## config.mk

```make
export PLATFORM = sky130hd
export DESIGN_NAME = vga_timing_gen_flat
export DESIGN_NICKNAME = d
export VERILOG_FILES = /design/src/rtl/vga_pkg.sv /design/src/rtl/vga_timing_gen_if.sv /design/src/rtl/vga_axis_counter.sv /design/src/rtl/vga_timing_gen.sv /design/src/flat_wrapper.sv
export SDC_FILE = /design/constraint.sdc
export NUM_CORES = 1
export LEC_CHECK = 0
export CAP_MARGIN = 20
export CORE_ASPECT_RATIO = 0.7
export CORE_UTILIZATION = 55
export DETAILED_ROUTE_END_ITERATION = 8
export DONT_BUFFER_PORTS = 1
export PLACE_DENSITY = 0.73
export SYNTH_ARGS = -nofsm -noshare
export SYNTH_HDL_FRONTEND = slang
export SYNTH_SLANG_ARGS = --single-unit
```

## constraint.sdc

```tcl
create_clock -name vga_clk -period 2.55 [get_ports vga_clk]
set_clock_uncertainty 0.2 [all_clocks]
set_input_delay 0.51 -clock vga_clk [delete_from_list [all_inputs] [get_ports vga_clk]]
set_output_delay 0.51 -clock vga_clk [all_outputs]
set_load 0.01 [all_outputs]
```

## src/rtl/vga_pkg.sv

```systemverilog
// rtl/vga_pkg.sv - VGA 640x480@60 timing constants and coordinate type shared with renderers
package vga_pkg;

    localparam int H_ACTIVE_DEF = 640;
    localparam int H_FP_DEF     = 16;
    localparam int H_SYNC_DEF   = 96;
    localparam int H_BP_DEF     = 48;

    localparam int V_ACTIVE_DEF = 480;
    localparam int V_FP_DEF     = 10;
    localparam int V_SYNC_DEF   = 2;
    localparam int V_BP_DEF     = 33;

    localparam int PIPE_DEPTH_DEF = 1;

    localparam int COORD_W   = 10;
    localparam int COORD_MAX = 1 << COORD_W;

    typedef logic [COORD_W-1:0] coord_t;

    function automatic int axis_total(input int active, input int fp, input int sync, input int bp);
        return active + fp + sync + bp;
    endfunction

    localparam int H_TOTAL_DEF = axis_total(H_ACTIVE_DEF, H_FP_DEF, H_SYNC_DEF, H_BP_DEF);
    localparam int V_TOTAL_DEF = axis_total(V_ACTIVE_DEF, V_FP_DEF, V_SYNC_DEF, V_BP_DEF);

endpackage

```

## src/rtl/vga_timing_gen_if.sv

```systemverilog
// rtl/vga_timing_gen_if.sv - raster coordinate and sync bundle driven by vga_timing_gen
interface vga_timing_gen_if;
    import vga_pkg::*;

    coord_t DrawX;
    coord_t DrawY;
    logic   blank;
    logic   hs;
    logic   vs;
    logic   frame_start;

    modport master (output DrawX, DrawY, blank, hs, vs, frame_start);
    modport slave  (input  DrawX, DrawY, blank, hs, vs, frame_start);
endinterface

```

## src/rtl/vga_axis_counter.sv

```systemverilog
// rtl/vga_axis_counter.sv - one raster axis: wrap counter plus active/sync decode of its next value
module vga_axis_counter
    import vga_pkg::*;
#(
    parameter int ACTIVE = H_ACTIVE_DEF,
    parameter int FP     = H_FP_DEF,
    parameter int SYNC   = H_SYNC_DEF,
    parameter int BP     = H_BP_DEF
) (
    input  logic   clk,
    input  logic   rst_n,
    input  logic   en_i,
    output coord_t cnt_o,
    output logic   wrap_o,
    output logic   active_d_o,
    output logic   sync_n_d_o
);

    localparam int     TOTAL      = axis_total(ACTIVE, FP, SYNC, BP);
    localparam coord_t CNT_LAST   = coord_t'(TOTAL - 1);
    localparam coord_t ACTIVE_END = coord_t'(ACTIVE);
    localparam coord_t SYNC_FIRST = coord_t'(ACTIVE + FP);
    localparam coord_t SYNC_LAST  = coord_t'(ACTIVE + FP + SYNC - 1);

    if (TOTAL > COORD_MAX) begin : g_bad_total
        $error("vga_axis_counter: axis total %0d exceeds %0d", TOTAL, COORD_MAX);
    end

    coord_t cnt_q;
    coord_t cnt_d;

    // Wrap is an explicit compare so totals below 1024 never rely on overflow.
    always_comb begin
        cnt_d = cnt_q;
        if (en_i) begin
            cnt_d = (cnt_q == CNT_LAST) ? '0 : cnt_q + coord_t'(1);
        end
    end

    always_ff @(posedge clk or negedge rst_n) begin
        if (!rst_n) begin
            cnt_q <= '0;
        end else begin
            cnt_q <= cnt_d;
        end
    end

    assign cnt_o      = cnt_q;
    assign wrap_o     = en_i && (cnt_q == CNT_LAST);
    assign active_d_o = (cnt_d < ACTIVE_END);
    assign sync_n_d_o = !((cnt_d >= SYNC_FIRST) && (cnt_d <= SYNC_LAST));

endmodule

```

## src/rtl/vga_timing_gen.sv

```systemverilog
// rtl/vga_timing_gen.sv - VGA raster timing generator; VGA_SYNC_DELAY_EN adds PIPE_DEPTH stages on syncs
module vga_timing_gen
    import vga_pkg::*;
#(
    parameter int H_ACTIVE   = H_ACTIVE_DEF,
    parameter int H_FP       = H_FP_DEF,
    parameter int H_SYNC     = H_SYNC_DEF,
    parameter int H_BP       = H_BP_DEF,
    parameter int V_ACTIVE   = V_ACTIVE_DEF,
    parameter int V_FP       = V_FP_DEF,
    parameter int V_SYNC     = V_SYNC_DEF,
    parameter int V_BP       = V_BP_DEF,
    parameter int PIPE_DEPTH = PIPE_DEPTH_DEF
) (
    input  logic                    vga_clk,
    input  logic                    reset_n,
    vga_timing_gen_if.master        vga_o
);

    if (PIPE_DEPTH < 1) begin : g_bad_pipe
        $error("vga_timing_gen: PIPE_DEPTH must be at least 1");
    end

    coord_t h_cnt;
    coord_t v_cnt;
    logic   h_wrap;
    logic   v_wrap;
    logic   h_active_d;
    logic   v_active_d;
    logic   h_sync_n_d;
    logic   v_sync_n_d;

    vga_axis_counter #(
        .ACTIVE (H_ACTIVE),
        .FP     (H_FP),
        .SYNC   (H_SYNC),
        .BP     (H_BP)
    ) u_h_axis (
        .clk        (vga_clk),
        .rst_n      (reset_n),
        .en_i       (1'b1),
        .cnt_o      (h_cnt),
        .wrap_o     (h_wrap),
        .active_d_o (h_active_d),
        .sync_n_d_o (h_sync_n_d)
    );

    vga_axis_counter #(
        .ACTIVE (V_ACTIVE),
        .FP     (V_FP),
        .SYNC   (V_SYNC),
        .BP     (V_BP)
    ) u_v_axis (
        .clk        (vga_clk),
        .rst_n      (reset_n),
        .en_i       (h_wrap),
        .cnt_o      (v_cnt),
        .wrap_o     (v_wrap),
        .active_d_o (v_active_d),
        .sync_n_d_o (v_sync_n_d)
    );

    logic blank_q, blank_d;
    logic hs_q, hs_d;
    logic vs_q, vs_d;
    logic frame_start_q, frame_start_d;

    // Decoding the next counter values keeps these flops in step with DrawX/DrawY.
    always_comb begin
        blank_d       = h_active_d && v_active_d;
        hs_d          = h_sync_n_d;
        vs_d          = v_sync_n_d;
        frame_start_d = v_wrap;
    end

    always_ff @(posedge vga_clk or negedge reset_n) begin
        if (!reset_n) begin
            blank_q       <= 1'b1;
            hs_q          <= 1'b1;
            vs_q          <= 1'b1;
            frame_start_q <= 1'b0;
        end else begin
            blank_q       <= blank_d;
            hs_q          <= hs_d;
            vs_q          <= vs_d;
            frame_start_q <= frame_start_d;
        end
    end

`ifdef VGA_SYNC_DELAY_EN
    logic [PIPE_DEPTH-1:0] blank_pipe_q;
    logic [PIPE_DEPTH-1:0] hs_pipe_q;
    logic [PIPE_DEPTH-1:0] vs_pipe_q;
    logic [PIPE_DEPTH-1:0] fs_pipe_q;

    // Only the sync/blank side is delayed; renderers still address ROMs with undelayed DrawX/DrawY.
    always_ff @(posedge vga_clk or negedge reset_n) begin
        if (!reset_n) begin
            blank_pipe_q <= '0;
            hs_pipe_q    <= '1;
            vs_pipe_q    <= '1;
            fs_pipe_q    <= '0;
        end else begin
            blank_pipe_q[0] <= blank_q;
            hs_pipe_q[0]    <= hs_q;
            vs_pipe_q[0]    <= vs_q;
            fs_pipe_q[0]    <= frame_start_q;
            for (int i = 1; i < PIPE_DEPTH; i++) begin
                blank_pipe_q[i] <= blank_pipe_q[i-1];
                hs_pipe_q[i]    <= hs_pipe_q[i-1];
                vs_pipe_q[i]    <= vs_pipe_q[i-1];
                fs_pipe_q[i]    <= fs_pipe_q[i-1];
            end
        end
    end

    assign vga_o.blank       = blank_pipe_q[PIPE_DEPTH-1];
    assign vga_o.hs          = hs_pipe_q[PIPE_DEPTH-1];
    assign vga_o.vs          = vs_pipe_q[PIPE_DEPTH-1];
    assign vga_o.frame_start = fs_pipe_q[PIPE_DEPTH-1];
`else
    assign vga_o.blank       = blank_q;
    assign vga_o.hs          = hs_q;
    assign vga_o.vs          = vs_q;
    assign vga_o.frame_start = frame_start_q;
`endif

    assign vga_o.DrawX = h_cnt;
    assign vga_o.DrawY = v_cnt;

endmodule
```

## src/flat_wrapper.sv

```systemverilog
// flat-port wrapper written by rule: the top's interface ports become plain ports
module vga_timing_gen_flat import vga_pkg::*;
#(
    parameter int H_ACTIVE   = H_ACTIVE_DEF,
    parameter int H_FP       = H_FP_DEF,
    parameter int H_SYNC     = H_SYNC_DEF,
    parameter int H_BP       = H_BP_DEF,
    parameter int V_ACTIVE   = V_ACTIVE_DEF,
    parameter int V_FP       = V_FP_DEF,
    parameter int V_SYNC     = V_SYNC_DEF,
    parameter int V_BP       = V_BP_DEF,
    parameter int PIPE_DEPTH = PIPE_DEPTH_DEF
)
  (vga_clk, reset_n, vga_o_DrawX, vga_o_DrawY, vga_o_blank, vga_o_hs, vga_o_vs, vga_o_frame_start);
  vga_timing_gen_if vga_o_i ();
  input  logic vga_clk;
  input  logic reset_n;
  output wire logic [$bits(vga_o_i.DrawX)-1:0] vga_o_DrawX;
  output wire logic [$bits(vga_o_i.DrawY)-1:0] vga_o_DrawY;
  output wire logic [$bits(vga_o_i.blank)-1:0] vga_o_blank;
  output wire logic [$bits(vga_o_i.hs)-1:0] vga_o_hs;
  output wire logic [$bits(vga_o_i.vs)-1:0] vga_o_vs;
  output wire logic [$bits(vga_o_i.frame_start)-1:0] vga_o_frame_start;
  assign vga_o_DrawX = vga_o_i.DrawX;
  assign vga_o_DrawY = vga_o_i.DrawY;
  assign vga_o_blank = vga_o_i.blank;
  assign vga_o_hs = vga_o_i.hs;
  assign vga_o_vs = vga_o_i.vs;
  assign vga_o_frame_start = vga_o_i.frame_start;
  vga_timing_gen #(.H_ACTIVE(H_ACTIVE), .H_FP(H_FP), .H_SYNC(H_SYNC), .H_BP(H_BP), .V_ACTIVE(V_ACTIVE), .V_FP(V_FP), .V_SYNC(V_SYNC), .V_BP(V_BP), .PIPE_DEPTH(PIPE_DEPTH)) u_core (.vga_clk(vga_clk), .reset_n(reset_n), .vga_o(vga_o_i));
endmodule
```

==> impl_results.md <==
- Reg2Reg Depth: 5
- Combinational Power Share: 2.2%
- Setup ws final: 0.0916 ns
- Crit path required time: 2.60 ns
- Fin crit period: 2.46 ns
- Drt first pass iters: 4
- Slew Viols, Final: 0
- Reg clk slew, reported paths: 0.14 ns
- Mapped Cells: 151
- CP top delay family: simple AND/OR/NAND/NOR gates
- Setup CP Type: flip-flop to flip-flop
- First-pass GRT wire length: 5320 µm
- Slew margin rel.: 67.6%
- Cell taking the most area after synthesis: dfrtp_1
- DPL Wire Length: 2460 µm
- Global Route met3 Usage: 7.76%
- Core Footprint: 0.00226 mm²
- Worst slack at placement: 0.0849 ns
- CTS Buf Count: 3
- Antenna violations before repair: 0
- RSZ-0062 raised after global routing: no
- Synthesis-to-finish area growth: 12.7%
- Overflow left after global routing: 0
- YS warnings: 0
- Critical Path Source Type: flip-flop
- CP Max Fanout: 4
- Seq pwr share: 62.6%
- Met1 usage: 44.3%
- Total track usage: 28.0%
- Post-route ant nets: 0
- DIE HEIGHT: 44.0 µm
- Pwr Density: 391 mW/mm²
- Internal: 0.474 mW
- Sw Ratio: 22.2%
- Post-Syn Nets: 157
- Fillers: 173
- Post-layout instance area: 0.00156 mm²
- LEAKAGE: 0.706 nW
- Largest net degree at the start of global routing: 25
- M2 GR Usage: 38.1%
- Buffers & Inverters on Critical Path: 0
- Crit path largest cell delay: 0.57 ns
- Tcrit/Tclk final: 96.4%
- Synth Area per Inst: 9.16 µm²
- Vias in the first global route: 1,101
- Max stage delay cell, worst path: or4b_4
- Total number of H-tree levels: 1
- Clock Tree Buf Depth: 2
- Yosys reg bits: 24
- Hold Slack: 0.353 ns
- I/O Pins: 26
- Die area: 0.00272 mm²
- Vias: 1,208
- Maximum vdd ir drop: 0.000458 V
- Vias/cell: 6.23
- Port bufs: 0
- CP Capture Type: flip-flop
- Synth area leaders: dfrtp_1 (38%), dfstp_2 (5.7%), nand2_1 (4.3%), xor2_1 (3.8%), ha_1 (3.6%)
- Post-Syn Area: 0.00138 mm²
- Nets@finish: 169
- CTS Sinks: 24
- Global route hottest layer: met1
- Slew @ Worst Pin: 0.485 ns
- Drt initial violations: 99
- Clock Latency Late Sink: 0.33 ns
- Synth cell types: 48
- Crit path cell chain: or4b_4, or3_1, o311a_1, o211a_1, nor4_2
- Final Hold Viols: 0
- Drt wl/cell: 17.3 µm
- WL final: 3360 µm
- Starting Density: 61.2%
- Clock Power Share: 35.2%
- Fmax achieved: 0.407 GHz
- Ys async rst share: 100%
- Max-cap violations: 0
- Worst hold path type: input pin to async pin
- Remaining DRCs: 0
- TritonCTS clock tree: built
- CP arrival: 2.51 ns
- Final setup fails: 0
- Yosys top cell area share: 38.0%
- Post-synthesis sequential area ratio: 43.7%
- Status: finished clean
- # diodes: 0
- Sum Neg Setup Slack: 0 ns
- DP Area: 0.00148 mm²
- Ys flop type: dfrtp_1
- Chip width: 61.9 µm
- Final GP Congestion: 0.862
- Sw power: 0.135 mW
- Levels on crit path: 5
- Rows: 14
- Layout cells sized above 1: 16.7%
- Root buffer cell: clkbuf_4
- EDFF count, synth: 0
==> synthesized netlist by cell type (2+ instances only) <==
library cell and n:
or3_1 2, nand4_1 4, or4_1 2, dfstp_2 3, and3_1 2, nor4_1 3
a21oi_1 4, o21ai_0 10, dfrtp_1 21, nor3_1 5, nand2_1 16, o311a_1 2
o31ai_1 2, xor2_1 6, clkbuf_1 6, nor2_1 8, xnor2_1 2, ha_1 4
inv_1 11, nor3b_1 2, nand3_1 9
==> stage by stage <==
step                      instances  utilization [%]  power, mW
after floorplan                 151                -      0.388
after global placement          188             65.4      0.388
after detailed placement        188             65.4      0.388
after CTS                       193             67.5      0.606
after global routing            194             68.9      0.631
final                           194             68.9      0.609
==> metal layers <==
metal | up-vias | wire length [µm]
li1 | 578 | -
met1 | 561 | 1620
met2 | 65 | 1410
met3 | 4 | 305
met5 | - | 0
met4 | 0 | 21
==> power groups by stage <==
stage	Combinational [mW]	Clock, mW	Sequential, mW
global route	0.0150	0.235	0.381
finish	0.0135	0.215	0.381
global placement	0.000000357	0	0.388
detailed placement	0.000000357	0	0.388
CTS	0.00879	0.216	0.381
floorplan	0.000000310	0	0.388
==> layout by cell type (no fill, tap or decap), types with 2 or more instances in the layout <==
cell type | netlist | final
nor2_1 | 8 | 8
dfstp_2 | 3 | 3
nor4_1 | 3 | 3
a21oi_1 | 4 | 4
or4_1 | 2 | 2
o31ai_1 | 2 | 2
dfrtp_1 | 21 | 21
clkbuf_4 | 0 | 3
or3_1 | 2 | 2
nand4_1 | 4 | 4
xnor2_1 | 2 | 2
nand2_1 | 16 | 16
ha_1 | 4 | 4
nand3_1 | 9 | 9
o21ai_0 | 10 | 10
nor3_1 | 5 | 4
nor3b_1 | 2 | 2
inv_1 | 11 | 11
and3_1 | 2 | 2
buf_4 | 1 | 13
xor2_1 | 6 | 6
o311a_1 | 2 | 2
==> cells by family (layout without fill, tap and decap cells) <==
logic type	after synthesis	in the layout	share of synthesized area (%)
AOI/OAI and AO/OA	32	32	16.0
xor gates and xnor gates	8	8	5.07
adders and majority gates	4	4	3.62
buffers and inverters	19	30	5.97
DFF	24	24	43.7
muxes	1	1	0.814
and+or+nand+nor	63	63	24.8
==> sequential cells by signal, summed over array words and instances (netlist names) <==
name and count:
u_core.u_h_axis.cnt_o 10, u_core.vga_o.hs 1, u_core.u_v_axis.cnt_o 10, u_core.vga_o.blank 1, u_core.vga_o.frame_start 1, u_core.vga_o.vs 1
==> layout make-up <==
| class | count | area (µm²) | area share [%] |
|---|---|---|---|
| repair buffers | 15 | 135 | 8.67 |
| flip-flops and latches | 24 | 604 | 38.8 |
| clock buffers | 4 | 36.3 | 2.33 |
| well taps | 32 | 40.0 | 2.57 |
| multi-input cells | 108 | 701 | 45.0 |
| inverters | 11 | 41.3 | 2.65 |
==> path summary, 6_finish.rpt <==
kind	from	slack, ns	end
min reg2reg	u_core.u_h_axis.cnt_o[0]	0.39	u_core.u_h_axis.cnt_o[0]
min	reset_n	0.35	u_core.u_v_axis.cnt_o[8]
max	u_core.u_h_axis.cnt_o[7]	0.09	u_core.vga_o.blank
min in group vga_clk	u_core.u_h_axis.cnt_o[0]	0.39	u_core.u_h_axis.cnt_o[0]
max in group asynchronous	reset_n	1.26	u_core.vga_o.blank
max reg2reg	u_core.u_h_axis.cnt_o[7]	0.09	u_core.vga_o.blank
==> what timing repair did <==
action / 4_1_cts / 5_1_grt
hold buffers: 1 / 0
endpoints found under the setup margin: 0 / 2
endpoints found under the hold margin: 24 / 0
setup buffers: 0 / 0
gates resized for setup: 0 / 1
No activity file was read; power rests on OpenSTA's default activity.
